--- config.mk ---
export PLATFORM = sky130hd
export DESIGN_NAME = fetch_unit
export DESIGN_NICKNAME = d
export VERILOG_FILES = /design/src/rtl/fetch_unit.sv
export SDC_FILE = /design/constraint.sdc
export NUM_CORES = 1
export LEC_CHECK = 0
export BUFFER_PORTS_ARGS = -buffer_cell sky130_fd_sc_hd__buf_2
export CAP_MARGIN = 20
export CORE_MARGIN = 1.5
export CORE_UTILIZATION = 49
export CTS_CLUSTER_SIZE = 12
export DETAILED_ROUTE_END_ITERATION = 10
export HOLD_SLACK_MARGIN = 0.05
export PLACE_DENSITY_LB_ADDON = 0.3
export REMOVE_ABC_BUFFERS = 1
export SLEW_MARGIN = 15
export SYNTH_ARGS = -nofsm -noshare
export SYNTH_HDL_FRONTEND = slang
export SYNTH_SLANG_ARGS = --single-unit
--- constraint.sdc ---
create_clock -name clk -period 3.6 [get_ports clk]
set_input_delay 0.54 -clock clk [delete_from_list [all_inputs] [get_ports clk]]
set_output_delay 0.54 -clock clk [all_outputs]
set_load 0.01 [all_outputs]
--- src/rtl/fetch_unit.sv ---
`default_nettype none
// fetch_unit: owns the PC, issues single-outstanding word fetches and buffers {instr, pc} for decode.
// Optional build macro FETCH_PERF_COUNTERS_EN adds fetch_count/flush_count outputs. Rev 1.0
module fetch_unit #(
   parameter logic [31:0] RESET_PC   = 32'h0000_0000,
   parameter int          FIFO_DEPTH = 4
) (
   input  logic        clk,
   input  logic        reset,
   output logic        imem_req,
   output logic [31:0] imem_addr,
   input  logic        imem_ack,
   input  logic [31:0] imem_data,
   input  logic        redirect_valid,
   input  logic [31:0] redirect_pc,
   output logic        instr_valid,
   output logic [31:0] instr,
   output logic [31:0] instr_pc,
   input  logic        instr_ready
`ifdef FETCH_PERF_COUNTERS_EN
   ,
   output logic [31:0] fetch_count,
   output logic [31:0] flush_count
`endif
);

   localparam int            PW      = (FIFO_DEPTH > 1) ? $clog2(FIFO_DEPTH) : 1;
   localparam int            CW      = PW + 1;
   localparam logic [CW-1:0] DEPTH_C = CW'(FIFO_DEPTH);

   typedef enum logic [1:0] {
      IDLE        = 2'd0,
      REQ         = 2'd1,
      REQ_DISCARD = 2'd2
   } state_t;

   state_t        state;
   logic [31:0]   fetch_pc;
   logic [31:0]   fifo_data [FIFO_DEPTH];
   logic [31:0]   fifo_pc   [FIFO_DEPTH];
   logic [PW-1:0] rd_ptr;
   logic [PW-1:0] wr_ptr;
   logic [CW-1:0] count;
   logic [CW-1:0] count_next;
   logic          push;
   logic          pop;
   logic [31:0]   target_pc;
   logic [31:0]   pc_plus4;
   logic          unused_pc_bits;

   assign target_pc      = {redirect_pc[31:2], 2'b00};
   assign unused_pc_bits = ^redirect_pc[1:0];
   assign pc_plus4       = fetch_pc + 32'd4;

   // A redirect suppresses both the push of the returning word and the pop by decode.
   assign push       = (state == REQ) && imem_ack && !redirect_valid;
   assign pop        = (count != '0) && instr_ready && !redirect_valid;
   assign count_next = count + CW'(push) - CW'(pop);

   assign instr_valid = (count != '0);
   assign instr       = fifo_data[rd_ptr];
   assign instr_pc    = fifo_pc[rd_ptr];

   // In REQ, fetch_pc always equals imem_addr; it only diverges once a redirect moves us to REQ_DISCARD.
   always_ff @(posedge clk or negedge reset) begin
      if (!reset) begin
         state     <= IDLE;
         fetch_pc  <= RESET_PC;
         imem_req  <= 1'b0;
         imem_addr <= RESET_PC;
      end else begin
         case (state)
            IDLE: begin
               if (redirect_valid) begin
                  fetch_pc <= target_pc;
               end else if (count < DEPTH_C) begin
                  state     <= REQ;
                  imem_req  <= 1'b1;
                  imem_addr <= fetch_pc;
               end
            end
            REQ: begin
               if (redirect_valid) begin
                  fetch_pc <= target_pc;
                  if (imem_ack) begin
                     state    <= IDLE;
                     imem_req <= 1'b0;
                  end else begin
                     state <= REQ_DISCARD;
                  end
               end else if (imem_ack) begin
                  fetch_pc <= pc_plus4;
                  if (count_next < DEPTH_C) begin
                     imem_addr <= pc_plus4;
                  end else begin
                     state    <= IDLE;
                     imem_req <= 1'b0;
                  end
               end
            end
            REQ_DISCARD: begin
               if (redirect_valid) begin
                  fetch_pc <= target_pc;
               end
               if (imem_ack) begin
                  state    <= IDLE;
                  imem_req <= 1'b0;
               end
            end
            default: begin
               state    <= IDLE;
               imem_req <= 1'b0;
            end
         endcase
      end
   end

   // Flush keeps rd_ptr so the (invalid) head output stays stable.
   always_ff @(posedge clk or negedge reset) begin
      if (!reset) begin
         rd_ptr <= '0;
         wr_ptr <= '0;
         count  <= '0;
         for (int i = 0; i < FIFO_DEPTH; i++) begin
            fifo_data[i] <= '0;
            fifo_pc[i]   <= '0;
         end
      end else if (redirect_valid) begin
         wr_ptr <= rd_ptr;
         count  <= '0;
      end else begin
         if (push) begin
            fifo_data[wr_ptr] <= imem_data;
            fifo_pc[wr_ptr]   <= imem_addr;
            wr_ptr            <= wr_ptr + 1'b1;
         end
         if (pop) begin
            rd_ptr <= rd_ptr + 1'b1;
         end
         count <= count_next;
      end
   end

`ifdef FETCH_PERF_COUNTERS_EN
   always_ff @(posedge clk or negedge reset) begin
      if (!reset) begin
         fetch_count <= '0;
         flush_count <= '0;
      end else begin
         if (push) begin
            fetch_count <= fetch_count + 32'd1;
         end
         if (redirect_valid) begin
            flush_count <= flush_count + 32'd1;
         end
      end
   end
`endif

endmodule
`default_nettype wire

==> metrics.md <==
| Metric | Value |
|---|---|
| Final setup fails | 0 |
| Synth top area share | 54.1% |
| Finished Core Util | 58.2% |
| Async SR Flop Fraction | 100% |
| Die area | 31,100 um^2 |
| Status | complete, no violations |
| Global Route Usage Sum | a little over a fifth |
| Via count | 9,443 |
| Cell-internal power | 9.98 mW |
| Max Cap Viol | 0 |
| Switching Share | 33.1% |
| EDFF count, synth | 0 |
| Seq/Total Area, Yosys | 54.1% |
| Worst Tran Pin Value | between 900 and 1000 ps |
| Routed WL | 33,100 um |
| DP HPWL | 21,700 um |
| Final #Nets | 1,307 |
| Slowest-stage cell, CP | dfrtp_1 |
| CTS Buf Count | 37 |
| Crit path capture type | flop |
| First-pass GRT wire length | 52,900 um |
| CP delay by family, top | adder cells |
| Htree depth | 2 |
| Peak supply drop | 0.408 mV |
| Final setup margin | 398 ps |
| Die Y | 176 um |
| CP max FO | 34 |
| CTS tree | yes |
| Clk_skew | between 15 and 20 ps |
| Post-synth cell types | 55 |
| Post-DRT Antenna Nets | 0 |
| Leak Pwr | ~8 nW |
| CTS root buf | clkbuf_16 |
| Initial drt markers | 651 |
| Clock power frac | 24.5% |
| RSZ-0062 raised after global routing | no |
| Fin crit share | 88.9% |
| Drt first pass iters | 6 |
| Dpl cells | 1,579 |
| Fmax | 312 MHz |
| Io pins | ~170 |
| Combinational Power Share | 33.2% |
| Std cell rows | 63 |
| Commonest non-fill, non-tap cell in the layout | dfrtp_1 |
| Starting Density | 49.7% |
| CP peak stage delay | 420 ps |
| Min Tclk post-route | between 3000 and 4000 ps |
| Input/output buffers | 160 |
| Register area | ~8000 um^2 |
| Die X-Extent | 176 um |
| WP data required | 3990 ps |
| Crit-path cells | or3_1 > and3_1 > ha_1 > inv_1 > ha_1 > inv_1 > fa_1 > xnor2_1 > xnor2_1 > a21oi_4 > buf_4 > nand2_1 > o21ai_0 |
| Postcts setup bufs | 0 |
| Syn Std Cell Area | 14,700 um^2 |
| Largest net degree at the start of global routing | 84 |
| CTS Hold Bufs | 1 |
| Share of layout cells above drive strength 1 | 26.3% |
| Mapped Cells | 1,083 |
| Syn-to-layout area delta | 17.1% |
| CTS Sinks | 318 |
| WL/cell | 20.2 um |
| Vias/cell | 5.74 |
| Worst Path Buf+Inv | 3 |
| Diodes inserted | 0 |
| Grt ovf | 0 |
| Clock Pin Slew Worst Setup and Hold Paths | 60 ps |
| Core area | 29,600 um^2 |
| Vias in the first global route | around 9,800 |
| Fillers | 2,380 |
| Clock Latency Late Sink | 520 ps |
| Yosys Warn Count | 0 |
| Most used DFF post-synth | dfrtp_1 |
| Worst endpoint data arrival time | ~3600 ps |
| Type of origin of the critical path | flop |
| Mapped Avg Cell Area | 13.6 um^2 |
| Part of the power in registers | 42.3% |
| CTS Buffer Depth | 3 |
| Initial antenna violation count | 0 |
| Setup Crit Path Kind | flop to flop |
| DP Worst Slack | 415 ps |
| Routability cong. | 0.895 |
| Switching power | 4.95 mW |
| PD cells | 866 nW/um^2 |
| Slew HR | 33.2% |
| Final Total Pwr | 14.9 mW |
| Hold slack | 259 ps |
| Final hold vios | 0 |
| Synth area leader | dfrtp_1 |
| DRC errors left | 0 |
| Post-cts resize count | 0 |
| Synth Register Bits | 318 |
| HP Class | input pin to flop |
| Final std cells w/o fill | 1,644 |
| Slew Limit Fails | 0 |
| Multi-input logic area | 6410 um^2 |
| Commonest cells after routing, fill and taps aside | dfrtp_1, mux2_1, buf_2 |
| Area contributors post-synth | dfrtp_1, mux2_1, mux4_2 |
power groups by stage:
stage	registers, mW	clock network, mW	logic [mW]
6_report	6.32	3.66	4.95
5_1_grt	6.57	3.88	5.40
4_1_cts	6.34	3.75	5.04
3_5_place_dp	6.39	0	5.00
3_3_place_gp	6.29	0	4.88
2_1_floorplan	6.19	0	3.19
final cells by class:
class	count	area share (%)
Multi-Input combinational cell	676	37.2
Clock inverter	9	0.486
Clock buffer	54	6.51
Timing Repair Buffer	186	6.55
Inverter	11	0.240
Sequential cell	318	46.2
Tap cell	390	2.83
cell families after synthesis:
kind of cell	count (synthesis)	synth area share, %
buf+inv	92	2.86
compound gates	134	5.30
mux	313	28.7
flops	318	54.1
simple gates	183	6.33
xor+xnor	34	2.02
other cells	1	0.0255
fa+ha+maj	8	0.731
metrics by stage:
stage               TNS [ps]  instance area (um^2)
global route               0                 17200
floorplan             -48640                 14400
global placement           0                 16000
detailed placement         0                 16000
CTS                        0                 17200
finish                     0                 17200
Yosys cell counts, drive strengths merged, types with 3 or more instances:
cell type,number
nor4,9
ha,7
mux4,62
nand3,26
nand4,18
a21oi,42
buf,52
and3,7
dfrtp,318
inv,11
nor2,33
a2bb2oi,6
clkbuf,29
xor2,18
nand2,66
o21ai,47
and4,4
o22ai,15
nor2b,4
nor3,9
xnor2,16
mux2,249
a21o,3
a31oi,5
sequential cells by signal, summed over array words and instances (netlist names):
name / count
imem_addr: 30
fifo_data: 128
fifo_pc: 120
imem_req: 1
state: 2
rd_ptr: 2
fetch_pc: 30
wr_ptr: 2
count: 3
metal layers:
metal	vias to the layer above	GRT usage [%]	part of all wire, %
met5	-	0	0
met4	0	5.54	2.0
met3	57	3.68	5.7
met2	283	35.4	48
met1	4841	30.6	44
li1	4262	-	-
worst reg2reg max path: cells and delay by family (launching register included):
kind | cells | cell delay [ps]
adders and majority gates | 3 | 820
and+or+nand+nor | 3 | 720
xor gates and xnor gates | 2 | 570
DFF | 1 | 420
buffers and inverters | 3 | 370
AOI/OAI and AO/OA | 2 | 210
final timing paths:
| check | cells after the start | from | slack (ps) | to |
|---|---|---|---|---|
| worst min register to register | 1 | fifo_pc[10] | 480 | fifo_pc[10] |
| worst max-delay path | 13 | count[1] | 400 | imem_addr[9] |
| max in group asynchronous | 3 | reset | 2080 | fifo_data[28] |
| worst min-delay path | 2 | imem_ack | 260 | state[1] |
| min in group asynchronous | 2 | reset | 620 | fifo_data[88] |
| worst max register to register | 13 | count[1] | 400 | imem_addr[9] |
(Power assumes the default switching activity.)
